==> src/rtl/maze_tile_renderer.sv <==
// Writable maze tile map with a two-stage pixel renderer.
// A sweep FSM loads the map from LAYOUT, an eat port removes pellets, and a live
// pellet count is kept for game logic.
module maze_tile_renderer #(
    parameter int unsigned GRID_ROWS = 8,
    parameter int unsigned GRID_COLS = 8,
    parameter int unsigned TILE_PX   = 60,
    parameter int unsigned PELLET_PX = 12,
    parameter logic [GRID_ROWS*GRID_COLS-1:0] LAYOUT = 64'h0078487E42427E00,
    parameter logic [11:0] COLOR_WALL   = 12'h8AF,
    parameter logic [11:0] COLOR_FLOOR  = 12'h000,
    parameter logic [11:0] COLOR_PELLET = 12'hFFF,
    localparam int unsigned N  = GRID_ROWS * GRID_COLS,
    localparam int unsigned RW = (GRID_ROWS > 1) ? $clog2(GRID_ROWS) : 1,
    localparam int unsigned CW = (GRID_COLS > 1) ? $clog2(GRID_COLS) : 1,
    localparam int unsigned PW = $clog2(N + 1)
) (
    input  logic          clk,
    input  logic          reset,
    input  logic          restart,
    input  logic          video_on,
    input  logic [9:0]    p_row,
    input  logic [9:0]    p_col,
    output logic [11:0]   color_data,
    input  logic          eat_valid,
    input  logic [RW-1:0] eat_row,
    input  logic [CW-1:0] eat_col,
    output logic          eat_hit,
    output logic [PW-1:0] pellets_left,
    output logic          all_eaten,
    output logic          ready
);

    localparam int unsigned IW        = (N > 1) ? $clog2(N) : 1;
    localparam int unsigned LastInt   = N - 1;
    localparam int unsigned PelLoInt  = (TILE_PX - PELLET_PX) / 2;
    localparam int unsigned PelHiInt  = (TILE_PX + PELLET_PX) / 2 - 1;

    localparam logic [IW-1:0] LastIdx    = LastInt[IW-1:0];
    localparam logic [IW-1:0] IdxOne     = 1;
    localparam logic [PW-1:0] PelOne     = 1;
    localparam logic [PW-1:0] PelZero    = '0;
    localparam logic [9:0]    TilePx     = TILE_PX[9:0];
    localparam logic [9:0]    PelLo      = PelLoInt[9:0];
    localparam logic [9:0]    PelHi      = PelHiInt[9:0];
    localparam logic [9:0]    GridRows10 = GRID_ROWS[9:0];
    localparam logic [9:0]    GridCols10 = GRID_COLS[9:0];
    localparam logic [15:0]   Cols16     = GRID_COLS[15:0];
    localparam logic [RW:0]   RowLim     = GRID_ROWS[RW:0];
    localparam logic [CW:0]   ColLim     = GRID_COLS[CW:0];

    typedef enum logic [0:0] {StInit, StRun} state_e;
    typedef enum logic [1:0] {
        TileWall   = 2'd0,
        TileFloor  = 2'd1,
        TilePellet = 2'd2
    } tile_e;

    state_e        state_q, state_d;
    logic [IW-1:0] idx_q, idx_d;
    logic [PW-1:0] pellets_q, pellets_d;
    logic          eat_hit_q, eat_hit_d;
    logic          all_eaten_q, all_eaten_d;
    tile_e         tile_q [N];
    tile_e         tile_d [N];

    // Pixel pipeline registers
    logic [9:0]    orow_q, orow_d, ocol_q, ocol_d;
    logic [IW-1:0] tidx_q, tidx_d;
    logic          in_grid_q, in_grid_d;
    logic [11:0]   color_q, color_d;

    logic [9:0]    tr, tc;
    logic [15:0]   pix_lin, eat_lin;
    logic [IW-1:0] eat_idx;
    logic          eat_ok;
    tile_e         rd_tile;

    // Sweep FSM, eat handling and pellet bookkeeping
    always_comb begin
        state_d   = state_q;
        idx_d     = idx_q;
        pellets_d = pellets_q;
        eat_hit_d = 1'b0;
        tile_d    = tile_q;
        eat_lin   = 16'(eat_row) * Cols16 + 16'(eat_col);
        eat_idx   = eat_lin[IW-1:0];
        eat_ok    = eat_valid && ({1'b0, eat_row} < RowLim) && ({1'b0, eat_col} < ColLim);

        unique case (state_q)
            StInit: begin
                if (restart) begin
                    idx_d     = '0;
                    pellets_d = '0;
                end else begin
                    if (LAYOUT[LastIdx - idx_q]) begin
                        tile_d[idx_q] = TilePellet;
                        pellets_d     = pellets_q + PelOne;
                    end else begin
                        tile_d[idx_q] = TileWall;
                    end
                    if (idx_q == LastIdx) begin
                        state_d = StRun;
                        idx_d   = '0;
                    end else begin
                        idx_d = idx_q + IdxOne;
                    end
                end
            end
            StRun: begin
                if (restart) begin
                    // Restart wins over a concurrent eat request.
                    state_d   = StInit;
                    idx_d     = '0;
                    pellets_d = '0;
                end else if (eat_ok && tile_q[eat_idx] == TilePellet && pellets_q != PelZero) begin
                    tile_d[eat_idx] = TileFloor;
                    pellets_d       = pellets_q - PelOne;
                    eat_hit_d       = 1'b1;
                end
            end
            default: state_d = StInit;
        endcase

        all_eaten_d = (state_d == StRun) && (pellets_d == PelZero);
    end

    // Pixel stage 1 (tile coordinates) and stage 2 (colour select)
    always_comb begin
        tr        = p_row / TilePx;
        tc        = p_col / TilePx;
        orow_d    = p_row % TilePx;
        ocol_d    = p_col % TilePx;
        pix_lin   = 16'(tr) * Cols16 + 16'(tc);
        tidx_d    = pix_lin[IW-1:0];
        in_grid_d = video_on && (tr < GridRows10) && (tc < GridCols10);

        // Reads the pre-eat tile value when an eat lands on the same tile this cycle.
        rd_tile = in_grid_q ? tile_q[tidx_q] : TileWall;
        color_d = COLOR_FLOOR;
        if (in_grid_q && state_q == StRun) begin
            if (rd_tile == TileWall) begin
                color_d = COLOR_WALL;
            end else if (rd_tile == TilePellet && orow_q >= PelLo && orow_q <= PelHi &&
                         ocol_q >= PelLo && ocol_q <= PelHi) begin
                color_d = COLOR_PELLET;
            end
        end
    end

    // State, tile map and pipeline registers
    always_ff @(posedge clk or posedge reset) begin
        if (reset) begin
            state_q     <= StInit;
            idx_q       <= '0;
            pellets_q   <= '0;
            eat_hit_q   <= 1'b0;
            all_eaten_q <= 1'b0;
            for (int i = 0; i < int'(N); i++) begin
                tile_q[i] <= TileWall;
            end
            orow_q      <= '0;
            ocol_q      <= '0;
            tidx_q      <= '0;
            in_grid_q   <= 1'b0;
            color_q     <= '0;
        end else begin
            state_q     <= state_d;
            idx_q       <= idx_d;
            pellets_q   <= pellets_d;
            eat_hit_q   <= eat_hit_d;
            all_eaten_q <= all_eaten_d;
            tile_q      <= tile_d;
            orow_q      <= orow_d;
            ocol_q      <= ocol_d;
            tidx_q      <= tidx_d;
            in_grid_q   <= in_grid_d;
            color_q     <= color_d;
        end
    end

    assign color_data   = color_q;
    assign eat_hit      = eat_hit_q;
    assign pellets_left = pellets_q;
    assign all_eaten    = all_eaten_q;
    assign ready        = (state_q == StRun);

endmodule

==> config.mk <==
export PLATFORM = sky130hd
export DESIGN_NAME = maze_tile_renderer
export DESIGN_NICKNAME = d
export VERILOG_FILES = /design/src/rtl/maze_tile_renderer.sv
export SDC_FILE = /design/constraint.sdc
export NUM_CORES = 1
export LEC_CHECK = 0
export CAP_MARGIN = 25
export CORE_ASPECT_RATIO = 0.9
export CORE_MARGIN = 1
export CORE_UTILIZATION = 40
export CTS_CLUSTER_DIAMETER = 200
export CTS_CLUSTER_SIZE = 20
export DETAILED_ROUTE_END_ITERATION = 8
export REMOVE_ABC_BUFFERS = 1
export SYNTH_ARGS = -nofsm -noshare
export SYNTH_HDL_FRONTEND = slang
export SYNTH_SLANG_ARGS = --single-unit
==> constraint.sdc <==
create_clock -name clk -period 8.18 [get_ports clk]
set_clock_uncertainty 0.2 [all_clocks]
set_input_delay 1.636 -clock clk [delete_from_list [all_inputs] [get_ports clk]]
set_output_delay 1.636 -clock clk [all_outputs]
set_load 0.01 [all_outputs]
# Word-level counts from Yosys, hierarchy flattened
# Memory sizes are Yosys's and may differ from the RTL's.
# Cells that the tools add are included.
dict set report word_totals {
  mem_count 1
  ff_bits 183
  output_inout_bits 22
  ram_bits 0
  word_cells 168
  in_bits 31
  latchBits 0
  mem_bits_ro 64
}
# name words width read_ports rd_ports_with_merged_regs wr line_no
set memory_table {}
lappend memory_table {{(name not given)} 64 1 1 0 0 96} ;# if (LAYOUT[LastIdx - idx_q]) begin
dict set report classes {
  eq_ne 7
  muxes 36
  n_addsub 6
  reduce_logical 16
  n_mul 0
  n_lt_le_gt_ge 12
  n_div 4
  shifts 0
  bitwise 12
}
# operator n
set ops {}
lappend ops {{$mux W128} 4}
lappend ops {{$pmux W128 S2} 1}
lappend ops {{$and A128 B128 Y128} 1}
lappend ops {{$and A64 B64 Y64} 2}
lappend ops {{$not A128 Y128} 1}
lappend ops {{$not A64 Y64} 2}
lappend ops {{$or A64 B64 Y64} 2}
lappend ops {{$mux W12} 3}
lappend ops {{$mux W7} 4}
lappend ops {{$bmux W2 S6} 2}
lappend ops {{$demux W2 S6} 2}
lappend ops {{$ge A7 B7 Y1 const B} 3}
lappend ops {{$not A6 Y7} 3}
lappend ops {{$div A10 B6 Y10 const B} 2}
lappend ops {{$ge A10 B5 Y1 const B} 2}
lappend ops {{$le A10 B6 Y1 const B} 2}
lappend ops {{$lt A10 B4 Y1 const B} 2}
lappend ops {{$mod A10 B6 Y10 const B} 2}
lappend ops {{$mux W6} 3}
lappend ops {{$lt A7 B1 Y1 const B} 2}
lappend ops {{$mux W2} 7}
lappend ops {{$pmux W7 S2} 1}
lappend ops {{$logic_and A1 B1 Y1} 12}
lappend ops {{$pmux W6 S2} 1}
lappend ops {{other kinds (18)} 27}

# Depth between registers and ports, before layout
# Gate-level depths: netlist (run 1).
dict set report depth {
  word_depth 13
  ltp_mapped 15
  mapped_depth_nobuf 12
}

# Least setup slack after synthesis (run 1)
# Ideal clock, no wire load.
dict set report synth_path {
  path_kind {input port to flip-flop}
  startpoint {input port eat_col[1]}
  endpoint {register all_eaten_q, in the netlist all_eaten}
  setup_ns 0.111
  cell_stages 10
  n_path_buf 1
  t_arrival_ns 4.744
  slack_ns 3.125
  required_ns 7.869
  path_cell_list {buf_6 > mux4_2 > a221oi_1 > nor2_1 > or3_4 > nor4_4 > nor3_1 > or4_4 > or4b_1 > a2111oi_2}
}
dict set report synth_via {
  elab_chain_len 13
}
# item line_no
set synth_lines {}
lappend synth_lines {{start: declaration} 27} ;# input logic [CW-1:0] eat_col,
lappend synth_lines {{$add A6 B3 Y6} 86} ;# eat_lin = 16'(eat_row) * Cols16 + 16'(eat_col);
lappend synth_lines {{$not A6 Y7 (not written as such)} 116} ;# end else if (eat_ok && tile_q[eat_idx] == TilePellet && pellets_q != PelZero) begin
lappend synth_lines {{$bmux W2 S6} 116}
lappend synth_lines {{$mux W2 (not written as such) (2 in series)} 116}
lappend synth_lines {{$eq A2 B2 Y1} 116}
lappend synth_lines {{$logic_and A1 B1 Y1 (2 in series)} 116}
lappend synth_lines {{$mux W7} 116}
lappend synth_lines {{$mux W7} 111} ;# if (restart) begin
lappend synth_lines {{$pmux W7 S2} 90} ;# unique case (state_q)
lappend synth_lines {{named net pellets_d[6]} 61} ;# logic [PW-1:0] pellets_q, pellets_d;
lappend synth_lines {{$logic_not A7 Y1} 125} ;# all_eaten_d = (state_d == StRun) && (pellets_d == PelZero);
lappend synth_lines {{$logic_and A1 B1 Y1} 125}
lappend synth_lines {{named net all_eaten_d} 63} ;# logic all_eaten_q, all_eaten_d;
lappend synth_lines {{end signal: assignment} 172} ;# all_eaten_q <= all_eaten_d;
lappend synth_lines {{end: declaration} 63}
# The timed path passes the listed nets, and every way through them passes these cells. The select of a mux whose other input is x is not followed.
# A chain may end at the register's enable or synchronous reset.

==> results of run 1 <==
[kinds of logic (layout without fill, tap and decap cells)]
| group | count (synthesis) | in the layout | synth area share |
|---|---|---|---|
| DFF | 169 | 169 | 0.394 |
| and+or+nand+nor | 324 | 324 | 0.146 |
| AOI/OAI and AO/OA | 434 | 434 | 0.242 |
| xor gates and xnor gates | 15 | 15 | 0.0122 |
| muxes | 88 | 88 | 0.142 |
| adders and majority gates | 14 | 14 | 0.0158 |
| other | 1 | 8 | 0.000349 |
| buffers and inverters | 118 | 125 | 0.0473 |
[stage by stage]
| stage | hold WS, ns | power, mW |
|---|---|---|
| 6_report | 0.313 | 1.93 |
| 3_3_place_gp | 0.288 | 1.13 |
| 2_1_floorplan | 0.259 | 1.02 |
| 5_1_grt | 0.342 | 1.98 |
| 4_1_cts | 0.309 | 1.93 |
| 3_5_place_dp | 0.295 | 1.13 |
[per-layer routing]
metal	routed length (um)	GRT usage
met3	4620	0.0754
met2	16600	0.412
met5	0	0
met4	1120	0.101
met1	16300	0.410
[layout make-up]
cell class | instances | area, um^2 | area share
Clock buffer | 20 | 447 | 0.0372
Clock inverter | 12 | 115 | 0.00958
Inverter | 23 | 91.3 | 0.00760
Multi-Input combinational cell | 883 | 6040 | 0.502
Sequential cell | 169 | 4230 | 0.352
Tap cell | 348 | 435 | 0.0362
Timing Repair Buffer | 70 | 659 | 0.0549
[power groups by stage]
stage | registers (mW) | logic (mW) | clock network (mW)
floorplan | 0.895 | 0.126 | 0
global placement | 0.888 | 0.240 | 0
detailed placement | 0.889 | 0.242 | 0
CTS | 0.873 | 0.242 | 0.811
global route | 0.875 | 0.265 | 0.843
finish | 0.873 | 0.249 | 0.806
[worst max-delay path: stages]
cell and delay (ns):
clkdlybuf4s50_1 1.01, clkinv_1 0.74, a221oi_1 0.42, nor2_1 0.09, or3_4 0.41, or4_1 0.68
nand3_1 0.47, inv_1 0.41, buf_4 0.35, o21ai_0 0.28, a22o_1 0.19
[final timing paths]
path	slack [ns]	from	to
max in group asynchronous	5.13	reset	tile_q[52]
max reg2reg	3.61	idx_q[0]	all_eaten
min	0.31	register	register
min reg2reg	0.31	register	register
max	1.66	eat_col[0]	register
min in group asynchronous	1.51	reset	async pin
[cell usage in the layout, fill, tap and decap left out, types with 6 or more instances in the layout]
master           count
nor3_1              17
nand2b_1            12
a21boi_0            19
and2_1               7
a21oi_1            132
mux4_2              50
nor2b_1             11
ha_1                 8
clkdlybuf4s50_1     46
and3_1              13
nand3_1             21
nand2_1             64
inv_6                6
a22o_1              17
a211oi_1             6
mux2_2              18
conb_1               8
o211ai_1            12
a31oi_1             13
or3_1               10
a221oi_1            14
buf_4               19
o21ai_0            163
xnor2_1             11
a32o_1               6
inv_1               20
nor2_1             130
a22oi_1              6
mux2i_1             19
clkbuf_16           17
dfrtp_1            167
o22ai_1              6
==> flow_summary.json, run 1 <==
{
  "status": "finished, final reports clean",
  "ys_seq_area_frac": 0.394,
  "yosysWarnings": 0,
  "dpl.hpwl_um": 26200,
  "leakagePower_nw": 4.86,
  "drc": 0,
  "postCtsSetupRepairBufs": 0,
  "area_growth_pct": 11.9,
  "synth_seq_cells": 169,
  "rsz0062_at_grt": "false",
  "ant_nets": 0,
  "core_um2": 26200,
  "first_pass_iters": 6,
  "synth.cell_area_um2": 10700,
  "drt-vias-per-instance": 6.64,
  "placed_cells": 1490,
  "synth_top_area_frac": 0.394,
  "seqPwrFrac": 0.453,
  "tightest_slew_ns": 1.07,
  "setup_ws_ns": 1.66,
  "p_per_area_nw_per_um2": 160,
  "crit_required_ns": 8.37,
  "cts_root_buffer": "clkbuf_16",
  "synth-async-reset-ratio": 1.00,
  "gp_congestion": 0.958,
  "placed_area_um2": 11400,
  "diodes": 0,
  "hold_path_depth": 2,
  "synthTopCellsByArea": "dfrtp_1 39%, mux4_2 10%, o21ai_0 7.6%, a21oi_1 6.1%, nor2_1 4.5%",
  "tns_ns": 0,
  "setup_viol": 0,
  "p_comb_frac": 0.129,
  "fp.dieW_um": 175,
  "htreeDepth": 4,
  "numCtsBuffers": 17,
  "design_area_um2": 12000,
  "fillCellCount": 2548,
  "fp.dieArea_um2": 27500,
  "hold_path_class": "register to register",
  "initial_core_util": 0.410,
  "num_vias": 10100,
  "grt_overflow_total": 0,
  "clock_power_share": 0.418,
  "wirelength_um": 38600,
  "drt_first_iter_violations": 1418,
  "grt_pass1_vias": 9168,
  "worstSkewPairLatency_ns": 0.45,
  "cts.sinks": 169,
  "cp_max_fo": 25,
  "placementRows": 56,
  "ir_drop_mv": 0.135,
  "ys_dominant_reg_cell": "dfrtp_1",
  "clockBufferDepth": 2,
  "post_drt_wl_per_cell_um": 25.3,
  "synth_cells": 1163,
  "synth_edf_count": 0,
  "crit_arrival_ns": 6.71,
  "finalNonFillerCells": 1525,
  "p_switching_uw": 563,
  "critPathLaunchType": "input pin",
  "max-cap-violations": 0,
  "slew_viol_final": 0,
  "cts_tree": "done",
  "post_cts_resized": 0,
  "switching_share": 0.292,
  "grt_max_degree": 88,
  "yosysUniqueCellTypes": 75,
  "antenna_found_initial": 0,
  "die_h_um": 157,
  "ioPinCount": 53,
  "min_period_over_period": 0.797,
  "period_needed_ns": 6.52,
  "synth_top_cell_by_area": "dfrtp_1",
  "track_usage": 0.285,
  "internal-power_mw": 1.36,
  "post-synth-top-count-cell": "dfrtp_1",
  "layout-drive-gt1-share": 0.118,
  "slew_headroom": 0.279,
  "hold_viol": 0,
  "crit_type": "input pin to register",
  "final_core_util": 0.459,
  "max_freq_ghz": 0.153,
  "synth_commonest_cells": "169 x dfrtp_1, 163 x o21ai_0, 132 x a21oi_1",
  "dp_slack_ns": 1.53,
  "cts.clk_slew.worst_paths_ns": 0.07,
  "grt_first_pass_wirelength_um": 58600,
  "reg2regPathDepth": 10,
  "ctsHoldBuffers": 0,
  "endpoint_kind": "register",
  "finalNetCount": 1204,
  "avgSynthCellArea_um2": 9.24,
  "io_buffer_count": 48
}
Note: power is estimated with default switching activity, not from simulation.
==> run 2: changes to the inputs <==
- clock period: 8.18 -> 6.18 ns (I/O delays scaled with it)
==> run 2 against run 1 <==
Net effect: total power grew 36%; non-clock buffer count grew 9; combinational power grew 34%; first-iteration DRC count grew 18%; sequential share of layout area shrank 0.32 points; die area is the same; global-route usage grew 0.40 points.
==> flow_summary.json, run 2 (synthesis gave the netlist of run 1 again) <==
{
  "drt-vias-per-instance": 6.61,
  "rsz0062_at_grt": "false",
  "grt_pass1_vias": 9519,
  "endpoint_kind": "register",
  "worstPathCellList": "clkdlybuf4s50_1 > buf_4 > nor2b_1 > a22o_1 > nand2_1 > a21oi_1 > or4_1 > nand3_1 > nor2_1 > a21oi_1 > a21oi_1",
  "drc": 0,
  "slew_headroom": 0.219,
  "wirelength_um": 39100,
  "postCtsSetupRepairBufs": 0,
  "holdWs_ns": 0.319,
  "antenna_found_initial": 0,
  "fp.dieArea_um2": 27500,
  "area_growth_pct": 12.9,
  "cts.clk_slew.worst_paths_ns": 0.07,
  "design_area_um2": 12100,
  "fillCellCount": 2548,
  "startpoint": "eat_col[0]",
  "grt_overflow_total": 0,
  "initial_core_util": 0.410,
  "core_um2": 26200,
  "layout_commonest_cell": "dfrtp_1",
  "cts_tree": "done",
  "leakagePower_nw": 4.92,
  "reg2reg_slack_ns": 1.65,
  "crit_arrival_ns": 5.70,
  "htreeDepth": 4,
  "crit_required_ns": 6.34,
  "hold_path_class": "register to register",
  "finalNetCount": 1213,
  "grt_first_pass_wirelength_um": 59400,
  "cp_common_cell": "a21oi_1",
  "regArea_um2": 4230,
  "p_comb_frac": 0.128,
  "clockBufferDepth": 2,
  "setup_viol": 0,
  "first_pass_iters": 8,
  "num_vias": 10100,
  "status": "finished, final reports clean",
  "io_buffer_count": 48,
  "tightest_slew_ns": 1.17,
  "gp_congestion": 0.964,
  "ant_nets": 0,
  "worstSkewPairLatency_ns": 0.45,
  "layout-drive-gt1-share": 0.126,
  "max_freq_ghz": 0.181,
  "track_usage": 0.289,
  "cts_root_buffer": "clkbuf_16",
  "post_cts_resized": 0,
  "finalPower_mw": 2.61,
  "cp_max_fo": 11,
  "p_per_area_nw_per_um2": 216,
  "fp.dieW_um": 175,
  "critPathMaxStageDelay_ns": 1.05,
  "tns_ns": 0,
  "dpl.hpwl_um": 26300,
  "p_switching_uw": 740,
  "hold_viol": 0,
  "max-cap-violations": 0,
  "diodes": 0,
  "ctsHoldBuffers": 0,
  "setup_ws_ns": 0.643,
  "min_period_over_period": 0.896,
  "internal-power_mw": 1.87,
  "seqPwrFrac": 0.442,
  "die_h_um": 157,
  "crit_slowest_cell": "nor2_1",
  "layout_common_cells": "167 x dfrtp_1, 163 x o21ai_0, 132 x a21oi_1",
  "switching_share": 0.283,
  "critPathLaunchType": "input pin",
  "reg2reg_from": "idx_q[0]",
  "numCtsBuffers": 17,
  "cts.sinks": 169,
  "drt_first_iter_violations": 1679,
  "period_needed_ns": 5.54,
  "post_drt_wl_per_cell_um": 25.5,
  "ir_drop_mv": 0.192,
  "grt_max_degree": 90,
  "slew_viol_final": 0,
  "placementRows": 56,
  "placed_area_um2": 11500,
  "ioPinCount": 53,
  "crit_type": "input pin to register",
  "clock_power_share": 0.430,
  "multi_input_area_um2": 6030,
  "dp_slack_ns": 0.357
}
## run 2: cell count changes in the layout (fill, tap and decap cells not counted), moves of 2 or more
cell,previous run,this run
buf_4,19,26
buf_12,0,2
clkbuf_1,2,0
clkbuf_8,1,3
## run 2: stage by stage
stage          cells   util
2_1_floorplan   1075      -
3_3_place_gp    1498  0.438
3_5_place_dp    1499  0.439
4_1_cts         1531  0.462
5_1_grt         1534  0.463
6_report        1534  0.463
## run 2: final timing paths
path | end | cells after the start
worst min register to register | register | 2
worst max-delay path | tile_q[52] | 11
worst min-delay path | register | 2
max in group asynchronous | tile_q[126] | 3
min in group asynchronous | async pin | 2
worst max register to register | register | 10
## run 2: cell type report
type / count / share of cell area
Inverter: 23 / 0.00753
Tap cell: 348 / 0.0359
Clock buffer: 20 / 0.0385
Clock inverter: 12 / 0.0115
Timing Repair Buffer: 79 / 0.0602
Sequential cell: 169 / 0.349
Multi-Input combinational cell: 883 / 0.497
## run 2: critical path: cells and delay by family
kind | cells | cell delay [ns]
compound gates | 4 | 1.13
buf+inv | 2 | 0.81
simple gates | 5 | 2.51
## run 2: routing by layer
metal / up-vias / wire length, um / GRT usage
li1: 4353 / - / -
met1: 5008 / 16500 / 0.409
met2: 681 / 16500 / 0.412
met3: 103 / 4760 / 0.0845
met4: 0 / 1330 / 0.119
met5: - / 0 / 0
## run 2: power by group through the flow
| stage | Sequential (mW) | Combinational [mW] | Clock (mW) |
|---|---|---|---|
| finish | 1.16 | 0.334 | 1.12 |
| detailed placement | 1.18 | 0.327 | 0 |
| floorplan | 1.18 | 0.166 | 0 |
| CTS | 1.15 | 0.329 | 1.13 |
| global route | 1.16 | 0.359 | 1.18 |
| global placement | 1.18 | 0.324 | 0 |
